--- src/rtl/v_seq_pkg.sv ---
// Shared types for the vector issue scoreboard.
// Slot states, FU ids and the instruction status table entry.
package v_seq_pkg;
    localparam int NO_OF_SLOTS = 8;
    localparam int NO_OF_VREGS = 32;
    localparam int NO_OF_FU    = 4;

    typedef enum logic [1:0] {
        FREE = 2'd0,
        WAIT = 2'd1,
        EXEC = 2'd2,
        DONE = 2'd3
    } slot_state_e;

    typedef enum logic [1:0] {
        FU_ALU = 2'd0,
        FU_MUL = 2'd1,
        FU_LSU = 2'd2,
        FU_RED = 2'd3
    } fu_id_e;

    typedef struct packed {
        fu_id_e      fu;
        logic [4:0]  vd;
        logic [4:0]  vs1;
        logic [4:0]  vs2;
        logic        wr;
        logic        rd1;
        logic        rd2;
        slot_state_e state;
    } ist_entry_t;
endpackage

--- src/rtl/v_hazard_check.sv ---
// Issue gate for the candidate slot: RAW, WAW and structural hazards.
// Purely combinational, looks only at registered busy status.
module v_hazard_check
    import v_seq_pkg::*;
(
    input  ist_entry_t             entry,
    input  logic [NO_OF_VREGS-1:0] reg_busy,
    input  logic [NO_OF_FU-1:0]    fu_busy,
    output logic                   iss_valid
);
    logic raw1;
    logic raw2;
    logic waw;
    logic strct;

    always_comb begin
        raw1      = entry.rd1 && reg_busy[entry.vs1];
        raw2      = entry.rd2 && reg_busy[entry.vs2];
        waw       = entry.wr && reg_busy[entry.vd];
        strct     = fu_busy[entry.fu];
        iss_valid = (entry.state == WAIT) && !raw1 && !raw2
                    && !waw && !strct;
    end
endmodule

--- src/rtl/v_scoreboard.sv ---
// In-order issue controller for the vector pipeline.
// Circular status table with enqueue, fire, writeback and retire.
module v_scoreboard #(
    parameter int NO_OF_SLOTS = 8,
    parameter int NO_OF_FU    = 4,
    parameter int NO_OF_VREGS = 32
) (
    input  logic                               clk,
    input  logic                               nrst,
    input  logic                               in_valid,
    output logic                               in_ready,
    input  logic [1:0]                         in_fu,
    input  logic [4:0]                         in_vd,
    input  logic [4:0]                         in_vs1,
    input  logic [4:0]                         in_vs2,
    input  logic                               in_wr,
    input  logic                               in_rd1,
    input  logic                               in_rd2,
    output logic                               iss_valid,
    output logic [1:0]                         iss_fu,
    output logic [$clog2(NO_OF_SLOTS)-1:0]     iss_tag,
    output logic [4:0]                         iss_vd,
    output logic [4:0]                         iss_vs1,
    output logic [4:0]                         iss_vs2,
    input  logic [NO_OF_FU-1:0]                fu_ready,
    input  logic                               wb_valid,
    input  logic [$clog2(NO_OF_SLOTS)-1:0]     wb_tag,
    output logic [NO_OF_VREGS-1:0]             reg_busy,
    output logic [NO_OF_FU-1:0]                fu_busy,
    output logic [$clog2(NO_OF_SLOTS+1)-1:0]   count,
    output logic                               wb_err
);
    import v_seq_pkg::*;

    localparam int TW = $clog2(NO_OF_SLOTS);
    localparam int CW = $clog2(NO_OF_SLOTS + 1);

    ist_entry_t              slots [NO_OF_SLOTS];
    logic [TW-1:0]           tail;
    logic [TW-1:0]           iss;
    logic [TW-1:0]           head;
    ist_entry_t              cand;
    ist_entry_t              wb_e;
    logic                    hz_ok;
    logic                    enq;
    logic                    fire;
    logic                    wb_hit;
    logic                    retire;
    logic [NO_OF_VREGS-1:0]  set_reg;
    logic [NO_OF_VREGS-1:0]  clr_reg;
    logic [NO_OF_FU-1:0]     set_fu;
    logic [NO_OF_FU-1:0]     clr_fu;

    assign cand = slots[iss];
    assign wb_e = slots[wb_tag];

    v_hazard_check u_hz (
        .entry     (cand),
        .reg_busy  (reg_busy),
        .fu_busy   (fu_busy),
        .iss_valid (hz_ok)
    );

    assign in_ready  = (count != CW'(NO_OF_SLOTS));
    assign iss_valid = hz_ok;
    assign iss_fu    = cand.fu;
    assign iss_tag   = iss;
    assign iss_vd    = cand.vd;
    assign iss_vs1   = cand.vs1;
    assign iss_vs2   = cand.vs2;

    assign enq    = in_valid && in_ready;
    assign fire   = iss_valid && fu_ready[cand.fu];
    assign wb_hit = wb_valid && (wb_e.state == EXEC);
    assign retire = (slots[head].state == DONE);

    // Clear mask is applied before the set mask, so a same-cycle set wins.
    always_comb begin
        set_reg = '0;
        clr_reg = '0;
        set_fu  = '0;
        clr_fu  = '0;
        if (fire) begin
            set_fu[cand.fu] = 1'b1;
            if (cand.wr) set_reg[cand.vd] = 1'b1;
        end
        if (wb_hit) begin
            clr_fu[wb_e.fu] = 1'b1;
            if (wb_e.wr) clr_reg[wb_e.vd] = 1'b1;
        end
    end

    always_ff @(posedge clk or negedge nrst) begin
        if (!nrst) begin
            for (int i = 0; i < NO_OF_SLOTS; i++) slots[i] <= '0;
            tail     <= '0;
            iss      <= '0;
            head     <= '0;
            count    <= '0;
            reg_busy <= '0;
            fu_busy  <= '0;
            wb_err   <= 1'b0;
        end else begin
            // Each event targets a slot in a distinct state, so no overlap.
            if (enq) begin
                slots[tail] <= '{fu: fu_id_e'(in_fu), vd: in_vd,
                                 vs1: in_vs1, vs2: in_vs2, wr: in_wr,
                                 rd1: in_rd1, rd2: in_rd2, state: WAIT};
                tail <= tail + 1'b1;
            end
            if (fire) begin
                slots[iss].state <= EXEC;
                iss <= iss + 1'b1;
            end
            if (wb_hit) slots[wb_tag].state <= DONE;
            else if (wb_valid) wb_err <= 1'b1;
            if (retire) begin
                slots[head].state <= FREE;
                head <= head + 1'b1;
            end
            count    <= count + CW'(enq) - CW'(retire);
            reg_busy <= (reg_busy & ~clr_reg) | set_reg;
            fu_busy  <= (fu_busy & ~clr_fu) | set_fu;
        end
    end
endmodule

--- config.mk ---
export PLATFORM = sky130hd
export DESIGN_NAME = v_scoreboard
export DESIGN_NICKNAME = d
export VERILOG_FILES = /design/src/rtl/v_seq_pkg.sv /design/src/rtl/v_hazard_check.sv /design/src/rtl/v_scoreboard.sv
export SDC_FILE = /design/constraint.sdc
export NUM_CORES = 1
export LEC_CHECK = 0
export CAP_MARGIN = 20
export CORE_ASPECT_RATIO = 1.4
export CORE_UTILIZATION = 54
export DETAILED_ROUTE_END_ITERATION = 6
export GPL_ROUTABILITY_DRIVEN = 0
export PLACE_DENSITY = 0.77
export SYNTH_ARGS = -nofsm -noshare
export SYNTH_HDL_FRONTEND = slang
export SYNTH_SLANG_ARGS = --single-unit
--- constraint.sdc ---
create_clock -name clk -period 3.3 [get_ports clk]
set_clock_uncertainty 0.1 [all_clocks]
set_input_delay 0.495 -clock clk [delete_from_list [all_inputs] [get_ports clk]]
set_output_delay 0.495 -clock clk [all_outputs]
set_load 0.03 [all_outputs]
==> impl_summary.log <==
INFO  metric run_status = finished, violations left
INFO  metric violations = setup timing
INFO  metric cpPeakStageDelay = between 500 and 600 ps
INFO  metric met3_routing_resource_usage_after_global_routing = 0.106
INFO  metric synth_top_flop_cell = sky130_fd_sc_hd__dfrtp_1
INFO  metric detail-route-antenna-nets = 0
INFO  metric mostFrequentLayoutCells = sky130_fd_sc_hd__dfrtp_1, sky130_fd_sc_hd__mux2_2, sky130_fd_sc_hd__nand2_1, sky130_fd_sc_hd__buf_4, sky130_fd_sc_hd__clkdlybuf4s50_1
INFO  metric post-route-drc-count = 0
INFO  metric hold_viol = 0
INFO  metric syn-instance-count = 1,119
INFO  metric synth.ff_latch_count = ~230
INFO  metric yosys-top-cells-area = sky130_fd_sc_hd__dfrtp_1, sky130_fd_sc_hd__mux2_2, sky130_fd_sc_hd__mux2i_1, sky130_fd_sc_hd__mux4_2, sky130_fd_sc_hd__nand2_1
INFO  metric synthesis.nets = 1,159
INFO  metric final.setup.worst_slack = -841 ps
INFO  metric die-area = 23,800 µm²
INFO  metric core.rowCount = 65
INFO  metric critPathTopFamily = compound AO/OA/AOI/OAI gates
INFO  metric numCtsBuffers = 22
INFO  metric ff2ff_setup_slack = -660 ps
INFO  metric yosys.cell_types.count = 69
INFO  metric grt_use_met2 = 0.570
INFO  metric async_reset_ff_frac = 1.00
INFO  metric achievable-frequency = around 240 MHz
INFO  metric detail_route.iter0.violations = between 1,000 and 1,500
INFO  metric path_clk_slew = 70 ps
INFO  metric maximum_fanout_along_the_worst_path = 11
INFO  metric grt_antenna_before_repair = 1
INFO  metric edff_count_synth = 0
INFO  metric vias = approximately 11,000
INFO  metric cp_data_arrival_time = 3550 ps
INFO  metric initial_utilization = 0.553
INFO  metric groute.usage.overall = 0.368
INFO  metric place_hpwl = around 26,000 µm
INFO  metric relSlewSlack = 0.303
INFO  metric clk-insertion-delay-late = roughly 520 ps
INFO  metric cp-end-kind = output pin
INFO  metric worstHoldPathType = reg2reg
INFO  metric sum_of_buffers_and_inverters_on_the_critical_path = 5
INFO  metric chipWidth = 131 µm
INFO  metric die_height = 182 µm
INFO  metric grt_pass1_vias = 11,369
INFO  metric worstPathCellList = buf_12 > buf_12 > buf_6 > nand2_1 > o22ai_1 > a221o_2 > buf_6 > mux2_2 > o21ai_0 > o211ai_1 > a41oi_2 > and2_4 > buf_6
INFO  metric top_level_ports = 94
INFO  metric finalWorstPathRequiredPeriod = 4140 ps
INFO  metric cts_tree = done
INFO  metric detail_route.first_pass.iterations = 6
INFO  metric final-setup-viol-count = 58
INFO  metric synthesis.yosys.warnings = 0
INFO  metric timing.critical_path.from_type = register
INFO  metric vias_per_cell = 6.59
INFO  metric maxCapViolations = 0
INFO  metric grt_pass1_wl = 65,400 µm
INFO  metric rsz0062_at_grt = yes
INFO  metric wire_per_inst = 25.4 µm
INFO  metric numPortBuffers = 93
INFO  metric synth-seq-area-share = 0.451
INFO  metric critPathRequiredTime = around 2700 ps
INFO  metric h-tree-depth = 1
INFO  metric post_synth_instance_area = 12,500 µm²
INFO  metric layout-area-overhead-vs-synth = 33.6%
INFO  metric postSynthAreaPerCell = 11.2 µm²
INFO  metric post-synth-top-area-cell = sky130_fd_sc_hd__dfrtp_1
INFO  metric synth_largest_type_area_fraction = 0.451
INFO  metric cell_with_the_largest_stage_delay_on_the_worst_path = sky130_fd_sc_hd__dfrtp_4
INFO  metric final_common_cell = sky130_fd_sc_hd__dfrtp_1
INFO  metric share_of_final_layout_standard_cells_stronger_than_drive_strength_1 = 0.386
INFO  metric worst-setup-path-type = reg2out
INFO  metric design.core.area = 22,700 µm²
INFO  metric nFillCells = 1,385
INFO  metric final_max_slew_viol_count = 0
INFO  metric sum_of_overflow_across_all_layers_after_global_routing = 0
INFO  metric place_ws = -242 ps
INFO  metric cts-root-to-sink-buffers = 3
INFO  metric groute.layer.met1.usage = 0.433
INFO  metric routed_wl = 42,100 µm
INFO  metric finalNetCount = 1,379
INFO  metric largest_net_degree_at_the_start_of_global_routing = between 80 and 90
INFO  metric finalCritPeriodShare = 1.25
INFO  metric numClockSinks = 226
INFO  metric clock-root-buffer = sky130_fd_sc_hd__clkbuf_16
INFO  metric critPathMostFrequentCell = sky130_fd_sc_hd__buf_6
INFO  metric timing_worst_slew_pin_value = around 1000 ps
INFO  metric grt.busiest_layer = met2
-- cells in the mapped netlist, types with 3 or more instances --
master	n
sky130_fd_sc_hd__buf_4	5
sky130_fd_sc_hd__o22ai_1	12
sky130_fd_sc_hd__nand4_1	3
sky130_fd_sc_hd__and3_1	6
sky130_fd_sc_hd__nand3_1	22
sky130_fd_sc_hd__nand3b_1	6
sky130_fd_sc_hd__mux4_2	30
sky130_fd_sc_hd__mux2_2	169
sky130_fd_sc_hd__a22o_1	6
sky130_fd_sc_hd__dfrtp_1	226
sky130_fd_sc_hd__o21ai_0	62
sky130_fd_sc_hd__inv_1	20
sky130_fd_sc_hd__nor3b_1	4
sky130_fd_sc_hd__nor2b_1	12
sky130_fd_sc_hd__o31ai_1	38
sky130_fd_sc_hd__and2_1	12
sky130_fd_sc_hd__mux2i_1	72
sky130_fd_sc_hd__o211a_1	4
sky130_fd_sc_hd__clkbuf_1	29
sky130_fd_sc_hd__a221oi_1	7
sky130_fd_sc_hd__buf_6	11
sky130_fd_sc_hd__or3_1	4
sky130_fd_sc_hd__o211ai_1	11
sky130_fd_sc_hd__nor3_1	7
sky130_fd_sc_hd__inv_2	5
sky130_fd_sc_hd__xnor2_1	7
sky130_fd_sc_hd__nor2_1	42
sky130_fd_sc_hd__buf_2	9
sky130_fd_sc_hd__mux2i_4	3
sky130_fd_sc_hd__a21o_1	4
sky130_fd_sc_hd__a211oi_1	8
sky130_fd_sc_hd__a31oi_1	8
sky130_fd_sc_hd__a21oi_1	13
sky130_fd_sc_hd__o31a_1	8
sky130_fd_sc_hd__nand2_1	161
sky130_fd_sc_hd__nand2b_1	7
sky130_fd_sc_hd__a22oi_1	7
sky130_fd_sc_hd__buf_1	13
sky130_fd_sc_hd__ha_1	8
-- area by class of cell --
class                           count  area [µm²]  area share
Sequential cell                   226        5660       0.338
Tap cell                          301         377      0.0225
Timing Repair Buffer              263        2730       0.163
Antenna cell                        2        5.00    0.000299
Multi-Input combinational cell    800        7050       0.421
Clock buffer                       31         666      0.0397
Clock inverter                      9         151     0.00904
Inverter                           26         116     0.00694
-- cell families (layout without fill, tap and decap cells) --
| kind of cell | count (synthesis) | in the layout | share of synthesized area |
|---|---|---|---|
| simple gates | 294 | 295 | 0.106 |
| mux | 275 | 275 | 0.269 |
| flops | 226 | 226 | 0.451 |
| compound gates | 214 | 214 | 0.121 |
| buf+inv | 94 | 329 | 0.0380 |
| fa+ha+maj | 9 | 9 | 0.00958 |
| xor+xnor | 7 | 7 | 0.00489 |
| other cells | 0 | 2 | 0 |
-- metal layers --
metal | routed length, µm | share of wire
met5 | 0 | 0
met3 | 4040 | 0.096
met4 | 3310 | 0.079
met1 | 15000 | 0.36
met2 | 19800 | 0.47
-- through the flow --
| step | area, µm² | cells | setup TNS [ps] | utilization | hold slack [ps] |
|---|---|---|---|---|---|
| global placement | 14700 | 1576 | -6530 | 0.650 | 342 |
| detailed placement | 14700 | 1576 | -8230 | 0.650 | 347 |
| global route | 16700 | 1656 | -31540 | 0.738 | 380 |
| floorplan | 12700 | 1119 | -54.0 | - | 99.4 |
| finish | 16800 | 1658 | -28520 | 0.738 | 355 |
| CTS | 16600 | 1651 | -19060 | 0.730 | 358 |
-- what timing repair did --
item	in CTS	in global routing
gates resized for setup	145	33
pin swaps	26	25
setup endpoints to repair	66	64
buffers inserted	28	11
hold buffers	1	0
endpoints found under the hold margin	79	0
gates cloned	8	0
-- final timing paths --
path,cells after the start,end,startpoint
max,13,iss_valid,iss_tag[2]
min,1,wb_err,wb_err
max reg2reg,16,reg_busy[4],iss_tag[2]
min reg2reg,1,wb_err,wb_err
max in group asynchronous,3,asynchronous set/reset pin,nrst
min in group asynchronous,2,asynchronous set/reset pin,nrst
Power is not shown: default switching activity piles up to over one toggle a cycle in this logic, so the estimate is an artifact.
==> RTL edit 1, RTL diff (same settings) <==
Reset style: synchronous (`nrst`), changed in one clocked block.
--- a/src/rtl/v_scoreboard.sv
+++ b/src/rtl/v_scoreboard.sv
@@ -92,3 +92,3 @@
 
-    always_ff @(posedge clk or negedge nrst) begin
+    always_ff @(posedge clk) begin
         if (!nrst) begin
Function: differs if nrst is asserted again (counterexample within 4 cycles, from zero or initial values and one cycle with nrst low); with nrst held inactive, the same outputs for 4 cycles.
==> RTL edit 1 against the unedited design <==
The run still ends with setup timing left; routed wire length fell by 1.8%; non-clock buffer count grew 4; register-to-register slack worse by 20 ps; cell area is 4.1% lower; synthesized area increased by 0.15%; via count is 3.6% lower; sequential cell count increased by 6; setup slack better by 99 ps; largest cell class is now registers; highest routed layer is now met5.
==> RTL edit 1: results (changes against the unedited design) <==
comb_multi_in=770 (-3.8%); number of synthesized flops with an enable pin=160 (+160); worst-margin pin slew=871 ps (-172 ps); vias in the first global route=10342 (-9.0%); Avg Inst Size Synth=11.3 um^2 (+1.2%); Final WS setup=-742 ps (+99.1 ps); synth unique cells=75 (+8.7%); Synth top cells by count=and2_1, edfxtp_1, nand2_1; WL final=41300 um (-1.8%); multi-input logic portion of the cell area=0.380 (-0.0405); Syn Nets=1147 (-1.0%); crit path max fanout=8 (-3); sequential share of cell area=0.389 (+0.0514); DP Area=0.0149 mm^2 (+0.93%); failing checks=setup timing; sequential cell count=232 (+2.7%); initial drt markers=1187 (+11%); CLK BUF=30 (-3.2%); final setup violation count=58 (unchanged); antenna violations before repair=5 (+4); status=finished with violations; first-pass GRT wire length=59900 um (-8.4%); Final HPWL DP=26400 um (+1.3%); Main synth FF type=edfxtp_1; Gates resized, CTS repair=48 (-67%)
[RTL edit 1: cell count changes in the layout (fill, tap and decap cells not counted), moves of 21 or more]
cell,before,now
buf_4,125,150
dfxtp_1,0,69
a31o_1,0,33
o21ai_0,53,20
nand2_1,159,90
mux2_2,163,9
mux2i_1,70,49
o31ai_4,21,0
and2_1,11,176
edfxtp_1,0,160
dfrtp_1,223,0
a21oi_1,12,51
[RTL edit 1: power by group]
| group | internal (uW) | total, uW | switching (uW) |
|---|---|---|---|
| Combinational | 1260 | 2700 | 1440 |
| Clock | 1390 | 2510 | 1130 |
| Sequential | 3290 | 3420 | 127 |
[RTL edit 1: worst max-delay path: stages, from the launching register on]
cell	delay, ps
dfxtp_4	420
mux4_2	560
mux2i_4	200
buf_12	160
buf_8	150
mux2i_4	250
a22oi_2	120
a211oi_2	330
o21ai_1	120
and3b_2	420
buf_6	180
==> RTL edit 2, RTL diff (same settings) <==
Without the edit above. `NO_OF_SLOTS` is set to 8 in 2 places; all go to 4.
--- a/src/rtl/v_seq_pkg.sv
+++ b/src/rtl/v_seq_pkg.sv
@@ -3,3 +3,3 @@
 package v_seq_pkg;
-    localparam int NO_OF_SLOTS = 8;
+    localparam int NO_OF_SLOTS = 4;
     localparam int NO_OF_VREGS = 32;
--- a/src/rtl/v_scoreboard.sv
+++ b/src/rtl/v_scoreboard.sv
@@ -3,3 +3,3 @@
 module v_scoreboard #(
-    parameter int NO_OF_SLOTS = 8,
+    parameter int NO_OF_SLOTS = 4,
     parameter int NO_OF_FU    = 4,
Interface: changed (resized count, iss_tag and wb_tag); port bits go from 94 to 91. No check against the original RTL was run, so the function may have changed too.
==> RTL edit 2 against the unedited design <==
The run ends with hold timing, setup timing left; routed wire length shrank 48%; synthesized area shrank 41%; maximum frequency grew 8.4%; setup slack gained 320 ps; cell area shrank 41%; sequential cell count shrank 92; register-to-register slack gained 380 ps; first-iteration DRC count shrank 54%.
Power is not shown: default switching activity piles up to over one toggle a cycle in this logic, so the estimate is an artifact.
==> RTL edit 2: results (changes against the unedited design) <==
R2R cell count=14 (-2); final setup violation count=45 (-22%); sequential area share after synthesis=0.452 (+0.000855); worst-margin pin slew=862 ps (-181 ps); Final HPWL DP=14800 um (-43%); vias in the first global route=6123 (-46%); H-Tree Depth=4 (+3); gr usage total=0.316 (-0.0521); via count=5909 (-46%); n_diodes=0 (-2); layout cell share with drive strength beyond 1=0.378 (-0.00847); Synth top cells by count=dfrtp_1, mux2_2, nand2_1, o21ai_0, mux4_2; largest net degree at the start of global routing=65 (-24%); drt first pass iters=7 (+1); WP data arrival=3230 ps (-320 ps); Hold WC Path Type=input pin to asynchronous set/reset pin; worst hold slack=-5.19 ps (-360 ps); reg-to-reg setup timing slack=-280 ps (+380 ps); port buffer count=90 (-3.2%); crit path max fanout=4 (-7); Filler cells=877 (-37%); CTS Buf Count=17 (-23%); initial drt markers=489 (-54%); # nets final=779 (-44%); final hold vios=6 (+6); yosys warns=0 (unchanged); synth unique cells=53 (-23%); Syn Nets=635 (-45%); first-pass GRT wire length=33300 um (-49%); setup_tns=-10310 ps (+18210 ps); Final WS setup=-522 ps (+319 ps); reg-to-reg endpoint=reg_busy[8]; antenna violations before repair=0 (-1); Setup crit start=iss_tag[0]; status=finished with violations; clk_lat worst skew=420 ps (-100 ps); main area contributors after synthesis=dfrtp_1, mux2_2, mux4_2, mux2i_1, o31ai_1; CTS max path bufs=2 (-1); failing checks=hold timing, setup timing
==> RTL edit 2: per-layer routing <==
layer  global-route usage  vias up  part of all wire
met2                0.547      324              0.53
met5                    0        -                 0
met1                0.363     2988              0.36
met3               0.0575       92             0.057
li1                     -     2505                 -
met4                0.178        0             0.055
==> RTL edit 2: what timing repair did <==
action,CTS,global route
gates cloned,0,0
hold endpoints to repair,0,0
buffers inserted,15,9
setup endpoints to repair,44,47
resized for setup,28,35
pin swaps,6,8
hold buffers,0,0
==> RTL edit 2: critical path, cell delays in order (launching register included) <==
cell      delay [ps]
dfrtp_2          390
buf_6            140
buf_6             90
mux4_2           570
mux2_2           330
o311ai_0         500
a211oi_1         110
buf_4            190
nor4_4           310
buf_6            180
==> RTL edit 2: how the worst max path moves through the flow <==
stage | cells after the start | end | slack, ps
global route | 9 | iss_valid | -610
global placement | 9 | reg_busy[8] | -130
finish | 9 | iss_valid | -520
CTS | 9 | iss_valid | -420
floorplan | 9 | iss_valid | -80
detailed placement | 9 | reg_busy[26] | -210
==> RTL edit 2: area by class of cell <==
class / count / share of cell area
clock buffer: 19 / 0.0449
clock inverter: 13 / 0.0173
inverter: 27 / 0.0103
multi-input combinational: 391 / 0.409
sequential: 134 / 0.340
tap: 182 / 0.0231
timing repair buffer: 163 / 0.155
==> RTL edit 2: cells by family after synthesis <==
family	after synthesis	synth area share
flip-flops	134	0.452
multiplexers	161	0.300
adder cells (fa/ha/maj)	15	0.0263
AO/OA/AOI/OAI	112	0.101
AND/OR/NAND/NOR	98	0.0732
XOR/XNOR	5	0.00590
buffers and inverters	65	0.0420
==> RTL edit 2: through the flow <==
stage          std cells  area [um^2]  setup WS (ps)
2_1_floorplan        590         7470          -83.3
3_3_place_gp         873         8770           -135
3_5_place_dp         873         8770           -210
4_1_cts              920         9620           -420
5_1_grt              929         9860           -606
6_report             929         9860           -522
